`src/rtl/mips_fetch_if.sv`:
```
// Bus between the MIPS fetch unit, its instruction block memory and the
// downstream control unit / datapath.
interface mips_fetch_if #(
    parameter int ADDR_WIDTH = 10
);
    logic                  Stall;
    logic                  BranchTaken;
    logic [15:0]           BranchOffset;
    logic                  MemEn;
    logic [ADDR_WIDTH-1:0] MemAddr;
    logic [31:0]           MemData;
    logic [31:0]           Instr;
    logic [5:0]            Opcode;
    logic                  InstrValid;
    logic [31:0]           PC;

    modport master (
        input  Stall, BranchTaken, BranchOffset, MemData,
        output MemEn, MemAddr, Instr, Opcode, InstrValid, PC
    );

    modport slave (
        output Stall, BranchTaken, BranchOffset, MemData,
        input  MemEn, MemAddr, Instr, Opcode, InstrValid, PC
    );
endinterface

```
`src/rtl/mips_fetch_unit.sv`:
```
// MIPS instruction-fetch stage: holds the PC, reads a 1-cycle-latency block
// memory and presents the instruction register to the control unit.
module mips_fetch_unit #(
    parameter int          ADDR_WIDTH = 10,
    parameter logic [31:0] RESET_PC   = 32'h0000_0000
) (
    input logic           CLK,
    input logic           Reset,
    mips_fetch_if.master  bus
);

    // One-hot so that MemEn and InstrValid are single register bits.
    typedef enum logic [3:0] {
        IDLE  = 4'b0001,
        FETCH = 4'b0010,
        WAIT  = 4'b0100,
        ISSUE = 4'b1000
    } state_t;

    state_t      state;
    state_t      nextState;
    logic [31:0] pcQ;
    logic [31:0] instrQ;
    logic        memEn;
    logic        instrValid;

    function automatic logic [31:0] branchTarget(input logic [31:0] pc,
                                                 input logic [15:0] offset);
        logic signed [31:0] offsetBytes;
        offsetBytes = {{14{offset[15]}}, offset, 2'b00};
        return pc + 32'd4 + offsetBytes;
    endfunction

    always_ff @(posedge CLK or posedge Reset) begin
        if (Reset) state <= IDLE;
        else       state <= nextState;
    end

    always_comb begin
        nextState  = state;
        memEn      = 1'b0;
        instrValid = 1'b0;
        unique case (state)
            IDLE:  nextState = FETCH;
            FETCH: begin
                memEn     = 1'b1;
                nextState = WAIT;
            end
            WAIT:  nextState = ISSUE;
            ISSUE: begin
                instrValid = 1'b1;
                if (!bus.Stall) nextState = FETCH;
            end
            default: nextState = IDLE;
        endcase
    end

    // Instruction capture and PC update; a reset during WAIT drops the read.
    always_ff @(posedge CLK or posedge Reset) begin
        if (Reset) begin
            pcQ    <= RESET_PC;
            instrQ <= 32'd0;
        end else begin
            if (state == WAIT) instrQ <= bus.MemData;
            if (state == ISSUE && !bus.Stall) begin
                if (bus.BranchTaken) pcQ <= branchTarget(pcQ, bus.BranchOffset);
                else                 pcQ <= pcQ + 32'd4;
            end
        end
    end

    assign bus.MemEn      = memEn;
    assign bus.MemAddr    = pcQ[ADDR_WIDTH+1:2];
    assign bus.Instr      = instrQ;
    assign bus.Opcode     = instrQ[31:26];
    assign bus.InstrValid = instrValid;
    assign bus.PC         = pcQ;

endmodule
```
`src/flat_wrapper.sv`:
```
// flat-port wrapper written by rule: the top's interface ports become plain ports
module mips_fetch_unit_flat 
#(
    parameter int          ADDR_WIDTH = 10,
    parameter logic [31:0] RESET_PC   = 32'h0000_0000
)
  (CLK, Reset, bus_Stall, bus_BranchTaken, bus_BranchOffset, bus_MemData, bus_MemEn, bus_MemAddr, bus_Instr, bus_Opcode, bus_InstrValid, bus_PC);
  mips_fetch_if #(.ADDR_WIDTH(ADDR_WIDTH)) bus_i ();
  input logic CLK;
  input logic Reset;
  input wire logic [$bits(bus_i.Stall)-1:0] bus_Stall;
  input wire logic [$bits(bus_i.BranchTaken)-1:0] bus_BranchTaken;
  input wire logic [$bits(bus_i.BranchOffset)-1:0] bus_BranchOffset;
  input wire logic [$bits(bus_i.MemData)-1:0] bus_MemData;
  output wire logic [$bits(bus_i.MemEn)-1:0] bus_MemEn;
  output wire logic [$bits(bus_i.MemAddr)-1:0] bus_MemAddr;
  output wire logic [$bits(bus_i.Instr)-1:0] bus_Instr;
  output wire logic [$bits(bus_i.Opcode)-1:0] bus_Opcode;
  output wire logic [$bits(bus_i.InstrValid)-1:0] bus_InstrValid;
  output wire logic [$bits(bus_i.PC)-1:0] bus_PC;
  assign bus_i.Stall = bus_Stall;
  assign bus_i.BranchTaken = bus_BranchTaken;
  assign bus_i.BranchOffset = bus_BranchOffset;
  assign bus_i.MemData = bus_MemData;
  assign bus_MemEn = bus_i.MemEn;
  assign bus_MemAddr = bus_i.MemAddr;
  assign bus_Instr = bus_i.Instr;
  assign bus_Opcode = bus_i.Opcode;
  assign bus_InstrValid = bus_i.InstrValid;
  assign bus_PC = bus_i.PC;
  mips_fetch_unit #(.ADDR_WIDTH(ADDR_WIDTH), .RESET_PC(RESET_PC)) u_core (.CLK(CLK), .Reset(Reset), .bus(bus_i));
endmodule
```
`config.mk`:
```
export PLATFORM = sky130hd
export DESIGN_NAME = mips_fetch_unit_flat
export DESIGN_NICKNAME = d
export VERILOG_FILES = /design/src/rtl/mips_fetch_if.sv /design/src/rtl/mips_fetch_unit.sv /design/src/flat_wrapper.sv
export SDC_FILE = /design/constraint.sdc
export NUM_CORES = 1
export LEC_CHECK = 0
export CORE_MARGIN = 10
export CORE_UTILIZATION = 30
export CTS_CLUSTER_DIAMETER = 100
export DETAILED_ROUTE_END_ITERATION = 16
export DONT_BUFFER_PORTS = 1
export PLACE_DENSITY = 0.43
export SYNTH_ARGS = -nofsm -noshare
export SYNTH_HDL_FRONTEND = slang
export SYNTH_SLANG_ARGS = --single-unit
```
`constraint.sdc`:
```
create_clock -name CLK -period 7.75 [get_ports CLK]
set_input_delay 0.3875 -clock CLK [delete_from_list [all_inputs] [get_ports CLK]]
set_output_delay 0.3875 -clock CLK [all_outputs]
set_load 0.03 [all_outputs]
```
==> results of run 1 <==
==> worst register-to-register path, cell delays in order, from the launching register on <==
cell	delay [ns]
dfrtp_1	0.92
ha_1	0.27
and4_1	0.25
and4_1	0.31
and3_1	0.32
nand2_1	0.11
nor2_1	0.20
xor2_1	0.09
ha_1	0.39
inv_1	0.14
nor3_1	0.31
nand2_1	0.13
a31oi_1	0.27
a211oi_2	0.07
a211oi_2	0.25
mux2i_1	0.24
xor2_1	0.16
==> sequential cells by signal, summed over array words and instances, names as in the netlist <==
signal	flops
u_core.bus.PC	30
u_core.bus.Instr	32
u_core.state	4
==> metrics by stage <==
| stage | util, % | setup WS [ns] | cells | hold slack, ns | area (µm²) |
|---|---|---|---|---|---|
| after CTS | 33.1 | 3.27 | 802 | 0.127 | 5760 |
| after detailed placement | 31.3 | 3.30 | 786 | 0.496 | 5450 |
| final | 33.1 | 3.26 | 802 | 0.150 | 5760 |
| after floorplan | - | 4.13 | 601 | 0.504 | 5350 |
| after global placement | 31.3 | 3.41 | 786 | 0.502 | 5450 |
| after global routing | 33.1 | 2.94 | 802 | 0.141 | 5760 |
==> routing by layer <==
layer,global-route usage [%],share of wire (%)
met2,21.3,45
met3,4.97,8.9
met1,16.7,44
met5,0,0
met4,4.77,2.2
==> cell families (layout without fill, tap and decap cells) <==
family / after synthesis / in the layout / share of synthesized area (%)
other: 1 / 2 / 0.0701
buffers and inverters: 58 / 34 / 5.45
AO/OA/AOI/OAI: 174 / 174 / 21.0
flip-flops: 66 / 66 / 30.9
AND/OR/NAND/NOR: 179 / 179 / 18.2
multiplexers: 35 / 35 / 7.30
XOR/XNOR: 49 / 49 / 8.02
adder cells (fa/ha/maj): 38 / 38 / 9.03
==> power breakdown <==
| group | switching [W] | internal (W) | total (W) |
|---|---|---|---|
| clock | 0.000177 | 0.000255 | 0.000432 |
| sequential | 0.000564 | 0.000482 | 0.00105 |
| combinational | 0.000471 | 0.000408 | 0.000879 |
| total | 0.00121 | 0.00115 | 0.00236 |
==> area by class of cell <==
class                           count  area [µm²]  share of cell area [%]
Tap cell                          225         282                    4.89
Sequential cell                    66        1650                    28.7
Clock buffer                        9         225                    3.91
Multi-Input combinational cell    477        3430                    59.5
Timing Repair Buffer                6        45.0                   0.782
Clock inverter                      7        82.6                    1.43
Inverter                           12        45.0                   0.782
==> final timing paths <==
check | to | slack (ns) | cells after the start
min reg2reg | u_core.state[1] | 0.63 | 1
max in group asynchronous | u_core.bus.PC[17] | 6.97 | 2
max reg2reg | u_core.bus.PC[31] | 3.26 | 16
min in group asynchronous | u_core.bus.Instr[1] | 0.21 | 2
max | u_core.bus.PC[31] | 3.26 | 16
min | u_core.bus.PC[25] | 0.15 | 1
==> cell usage in the layout (no fill, tap or decap), types with 3 or more instances in the layout <==
cell and count:
nor2_1 34, nand2_1 47, and2_1 3, ha_1 37, nor3_1 18, a31oi_1 6, mux2_2 32, o211ai_1 6
xnor2_1 24, and4_1 7, and3_1 10, nand3b_1 3, a22oi_1 4, inv_1 11, inv_6 4, nor3b_1 3
xor2_1 25, nand3_1 16, a31o_2 3, dfrtp_1 65, a21oi_1 40, or3_1 3, o21ai_0 55, a21o_1 14
clkbuf_16 9, o21a_1 8, mux2i_1 3, a211oi_2 3, o21bai_1 3, nand2b_1 5, nor4_1 3, buf_4 6
a211oi_1 6, nand4_1 11
==> impl_metrics.csv, run 1 <==
group,metric,value,unit
logic_synthesis,syn_area,0.00535,mm²
detailed_routing,drtAntennaViolNets,0,
floorplan,fp.dieH,154,µm
detailed_routing,via_per_inst,5.51,
critical_path,path_buf_inv,1,
sta,worst_clock_skew,0.0135,ns
logic_synthesis,synth_warnings,0,
critical_path,cp_cell_sequence,"ha_1 > and4_1 > and4_1 > and3_1 > nand2_1 > nor2_1 > xor2_1 > ha_1 > inv_1 > nor3_1 > nand2_1 > a31oi_1 > a211oi_2 > a211oi_2 > mux2i_1 > xor2_1",
sta,finalMaxSlewViolations,0,
final_layout,syn2layout_area_growth,7.65,%
power_and_ir_drop,p_leak,2.47,nW
critical_path,cp_max_fo,10,
detailed_routing,drc_errors,0,
floorplan,fp-row-count,48,
detailed_routing,vias,4420,
clock_tree,cts_resized,0,
grt,grt_start_max_net_pins,67,
critical_path,critical_path_arrival,4.74,ns
final_layout,nFillCells,1823,
power_and_ir_drop,report.power.total,0.00236,W
sta,hold_violations,0,
detailed_routing,dr.pass1.iters,4,
clock_tree,cts_made_buffers,9,
detailed_routing,drtIter0Drc,301,
sta,fmax,223,MHz
logic_synthesis,synth-seq-cells,66,
clock_tree,clockBufferDepth,2,
placement,port_buffers,0,
final_layout,layout-drive-gt1-share,13.7,%
logic_synthesis,synth.area.top_cells,"dfrtp_1 (30%), ha_1 (8.7%), mux2_2 (6.7%), o21ai_0 (5.1%), xor2_1 (4.1%)",
sta,period_minus_slack,4.49,ns
run_status,status,"finished clean",
floorplan,pin_count,134,
logic_synthesis,syn_area_per_cell,8.92,µm²
critical_path,critPathKind,"reg2reg",
critical_path,worstPathRequired,8.00,ns
floorplan,fp.dieArea,0.0236,mm²
final_layout,nets,662,
sta,setup_tns,0,ns
clock_tree,clkLatencyLatePin,0.34,ns
critical_path,cp_slowest_cell,"dfrtp_1",
grt,first_global_vias,4458,
critical_path,cp-start-kind,"register",
sta,tightest_slew,0.892,ns
clock_tree,clock-sinks,66,
logic_synthesis,synth_edf_count,0,
floorplan,core_area,0.0174,mm²
logic_synthesis,ys_async_sr_fraction,100,%
grt,antenna_found_initial,0,
min_path,worstHoldPathType,"in2reg",
clock_tree,clk_pin_slew_worst_paths,0.07,ns
clock_tree,clockRootBuffer,"clkbuf_16",
detailed_routing,detail_route.wl_per_cell,20.4,µm
placement,place.gp.congestion,0.909,
power_and_ir_drop,vdd_drop_max,0.248,mV
logic_synthesis,synthDistinctLibCells,73,
critical_path,max_stage_delay,0.92,ns
min_path,min-delay-start,"bus_BranchTaken",
grt,grt_usage,13.6,%
critical_path,path_delay_family,"simple AND/OR/NAND/NOR gates",
logic_synthesis,ys_seq_area_share,30.9,%
sta,setup_viol,0,
power_and_ir_drop,p_per_area,409,mW/mm²
clock_tree,h-tree-depth,3,
final_layout,diodes,0,
grt,overflow,0,
detailed_routing,wl,16400,µm
sta,grt_setup_unrepaired,"false",
clock_tree,hold_buffers,0,
logic_synthesis,synth_most_common_cell,"dfrtp_1",
critical_path,cp-startpoint,"u_core.bus.PC[2]",
logic_synthesis,netlist.area_leader.share,30.4,%
clock_tree,cts_tree,"yes",
logic_synthesis,synth_commonest_cells,"dfrtp_1 (65), o21ai_0 (55), nand2_1 (47)",
sta,period_share,57.9,%
floorplan,initial_core_util,30.7,%
clock_tree,post_cts_buffers,0,
critical_path,reg2reg_from,"u_core.bus.PC[2]",
sta,slew_headroom,40.4,%
logic_synthesis,synth-main-ff-cell,"dfrtp_1",
floorplan,die_w,154,µm
logic_synthesis,synthCells,600,
run,cap_violations,0,
logic_synthesis,synth.largest_area_cell,"dfrtp_1",
grt,grt_pass1_wl,26000,µm
critical_path,end_kind,"register",
placement,dp_hpwl,12200,µm
(Power assumes the default switching activity.)
==> run 2: changes to the inputs <==
==> constraint.sdc (replaced) <==
create_clock -name CLK -period 4.2 [get_ports CLK]
set_input_delay 0.21 -clock CLK [delete_from_list [all_inputs] [get_ports CLK]]
set_output_delay 0.21 -clock CLK [all_outputs]
set_load 0.03 [all_outputs]
==> run 2 against run 1 <==
Power up 90%; first-iteration DRC count grew 19%; critical path depth is 2 lower; routed wire length is 3.9% higher.
==> impl_metrics.csv, run 2 (synthesis results as in run 1) <==
group,metric,value,unit
power_and_ir_drop,power_frac_seq,35.6,%
clock_tree,clock-sinks,66,
detailed_routing,wl,17000,µm
clock_tree,clockRootBuffer,"clkbuf_16",
detailed_routing,dr.pass1.iters,5,
floorplan,fp.dieArea,0.0236,mm²
floorplan,fp.dieH,154,µm
detailed_routing,drtIter0Drc,358,
clock_tree,h-tree-depth,3,
critical_path,cp_slowest_cell,"nor4_1",
detailed_routing,via_per_inst,5.48,
detailed_routing,detail_route.wl_per_cell,20.5,µm
floorplan,pin_count,134,
clock_tree,clockBufferDepth,2,
min_path,worstHoldPathType,"in2reg",
power_and_ir_drop,vdd_drop_max,0.306,mV
power_and_ir_drop,combPwrFrac,46.7,%
final_layout,final_core_util,34.2,%
final_layout,nFillCells,1814,
min_path,whs_path_depth,1,
critical_path,end_kind,"register",
detailed_routing,drc_errors,0,
sta,period_share,91.1,%
detailed_routing,dr_wl_met3,1390,µm
detailed_routing,drtAntennaViolNets,0,
critical_path,reg2reg_setup_slack,0.37,ns
placement,dp_hpwl,12700,µm
placement,place.gp.congestion,0.929,
sta,slew_headroom,36.4,%
grt,grt_usage,14.0,%
final_layout,final_cell_mix,"dfrtp_1 (65), o21ai_0 (55), nand2_1 (47)",
min_path,holdPathEnd,"u_core.bus.Instr[5]",
floorplan,initial_core_util,30.7,%
final_layout,syn2layout_area_growth,11.4,%
critical_path,critical_path_arrival,4.09,ns
critical_path,cp-start-kind,"register",
power_and_ir_drop,switching_share,50.7,%
run,cap_violations,0,
detailed_routing,top_layer_used,"met4",
min_path,min-delay-start,"bus_MemData[5]",
floorplan,core_area,0.0174,mm²
critical_path,reg2regPathDepth,14,
sta,period_minus_slack,3.83,ns
grt,first_global_vias,4517,
sta,tightest_slew,0.952,ns
sta,worst_clock_skew,0.00548,ns
critical_path,reg2reg_from,"u_core.bus.PC[2]",
sta,setup_tns,0,ns
grt,antenna_found_initial,0,
critical_path,critPathKind,"reg2reg",
placement,post_dp_cell_area,0.00562,mm²
floorplan,fp-row-count,48,
sta,hold_violations,0,
clock_tree,cts_resized,0,
clock_tree,clk_pin_slew_worst_paths,0.06,ns
floorplan,die_w,154,µm
grt,overflow,0,
critical_path,cp-startpoint,"u_core.bus.PC[2]",
detailed_routing,vias,4539,
sta,finalMaxSlewViolations,0,
power_and_ir_drop,p_sw,0.00227,W
grt,grt_start_max_net_pins,57,
final_layout,diodes,0,
power_and_ir_drop,p_leak,2.60,nW
clock_tree,clkLatencyLatePin,0.34,ns
critical_path,cp_max_fo,6,
final_layout,nets,688,
final_layout,largest_reg_flops,32,
sta,grt_setup_unrepaired,"false",
critical_path,max_stage_delay,0.56,ns
power_and_ir_drop,report.power.total,0.00449,W
critical_path,cp_cell_sequence,"ha_1 > and4_1 > and4_1 > and3_1 > nand2_1 > nor2_1 > xor2_1 > ha_1 > nand4_1 > nor4_1 > a211oi_2 > a211oi_2 > mux2i_1 > xor2_1",
placement,port_buffers,0,
critical_path,worstPathRequired,4.46,ns
sta,fmax,261,MHz
run_status,status,"finished clean",
clock_tree,cts_tree,"yes",
power_and_ir_drop,p_int,0.00221,W
final_layout,layout_commonest_cell,"dfrtp_1",
clock_tree,cts_made_buffers,9,
final_layout,layout-drive-gt1-share,16.9,%
grt,grt_pass1_wl,26700,µm
final_layout,final_area,0.00596,mm²
critical_path,r2r-end,"u_core.bus.PC[31]",
detailed_routing,met1_length,7710,µm
power_and_ir_drop,pwr-share-clk,17.7,%
sta,setup_viol,0,
power_and_ir_drop,p_per_area,752,mW/mm²
detailed_routing,wl_met2,7720,µm
-- run 2: cell types whose count changed in the layout (fill, tap and decap cells not counted), sizes merged --
cell	previous run	this run
dlygate4sd3	0	3
buf	6	29
clkinv	2	0
clkinvlp	0	2
-- run 2: power by group through the flow --
stage | clock, W | combinational, W | sequential (W)
global placement | 0 | 0.00207 | 0.00161
CTS | 0.000827 | 0.00211 | 0.00160
floorplan | 0 | 0.00160 | 0.00162
global route | 0.000855 | 0.00232 | 0.00164
finish | 0.000795 | 0.00210 | 0.00160
detailed placement | 0 | 0.00210 | 0.00162
-- run 2: per-stage QoR --
| stage | cells | setup WS [ns] | hold WS, ns |
|---|---|---|---|
| after floorplan | 601 | 0.585 | 0.327 |
| after global placement | 809 | 0.483 | 0.231 |
| after detailed placement | 809 | 0.431 | 0.244 |
| after CTS | 828 | 0.422 | 0.00796 |
| after global routing | 828 | 0.00788 | 0.00270 |
| final | 828 | 0.375 | 0.0218 |
-- run 2: timing repair --
item | 4_1_cts | 5_1_grt
hold buffers | 3 | 0
hold endpoints to repair | 29 | 0
buffers inserted | 0 | 0
endpoints found under the setup margin | 0 | 0
-- run 2: layout make-up --
cell class / instances / area (µm²) / area share (%)
Multi-Input combinational cell: 477 / 3430 / 57.5
Tap cell: 225 / 282 / 4.72
Sequential cell: 66 / 1650 / 27.7
Clock inverter: 7 / 82.6 / 1.39
Clock buffer: 9 / 225 / 3.78
Timing Repair Buffer: 32 / 248 / 4.16
Inverter: 12 / 45.0 / 0.756
-- run 2: metal layers --
metal	up-vias	GRT usage (%)
li1	2188	-
met1	2184	17.5
met2	156	22.5
met3	11	5.13
met4	0	2.83
met5	-	0
-- run 2: worst max-delay path by stage --
stage | to | slack, ns | cells after the start
after CTS | u_core.bus.PC[31] | 0.42 | 16
after floorplan | u_core.bus.PC[31] | 0.58 | 17
after global placement | u_core.bus.PC[31] | 0.48 | 15
after global routing | u_core.bus.PC[31] | 0.008 | 14
after detailed placement | u_core.bus.PC[31] | 0.43 | 15
final | u_core.bus.PC[31] | 0.37 | 14
-- run 2: critical path: cells and delay by family, from the launching register on --
family          cells  cell delay [ns]
compound gates      2             0.41
xor+xnor            2             0.25
fa+ha+maj           2             0.54
flops               1             0.45
mux                 1             0.25
simple gates        7             1.84
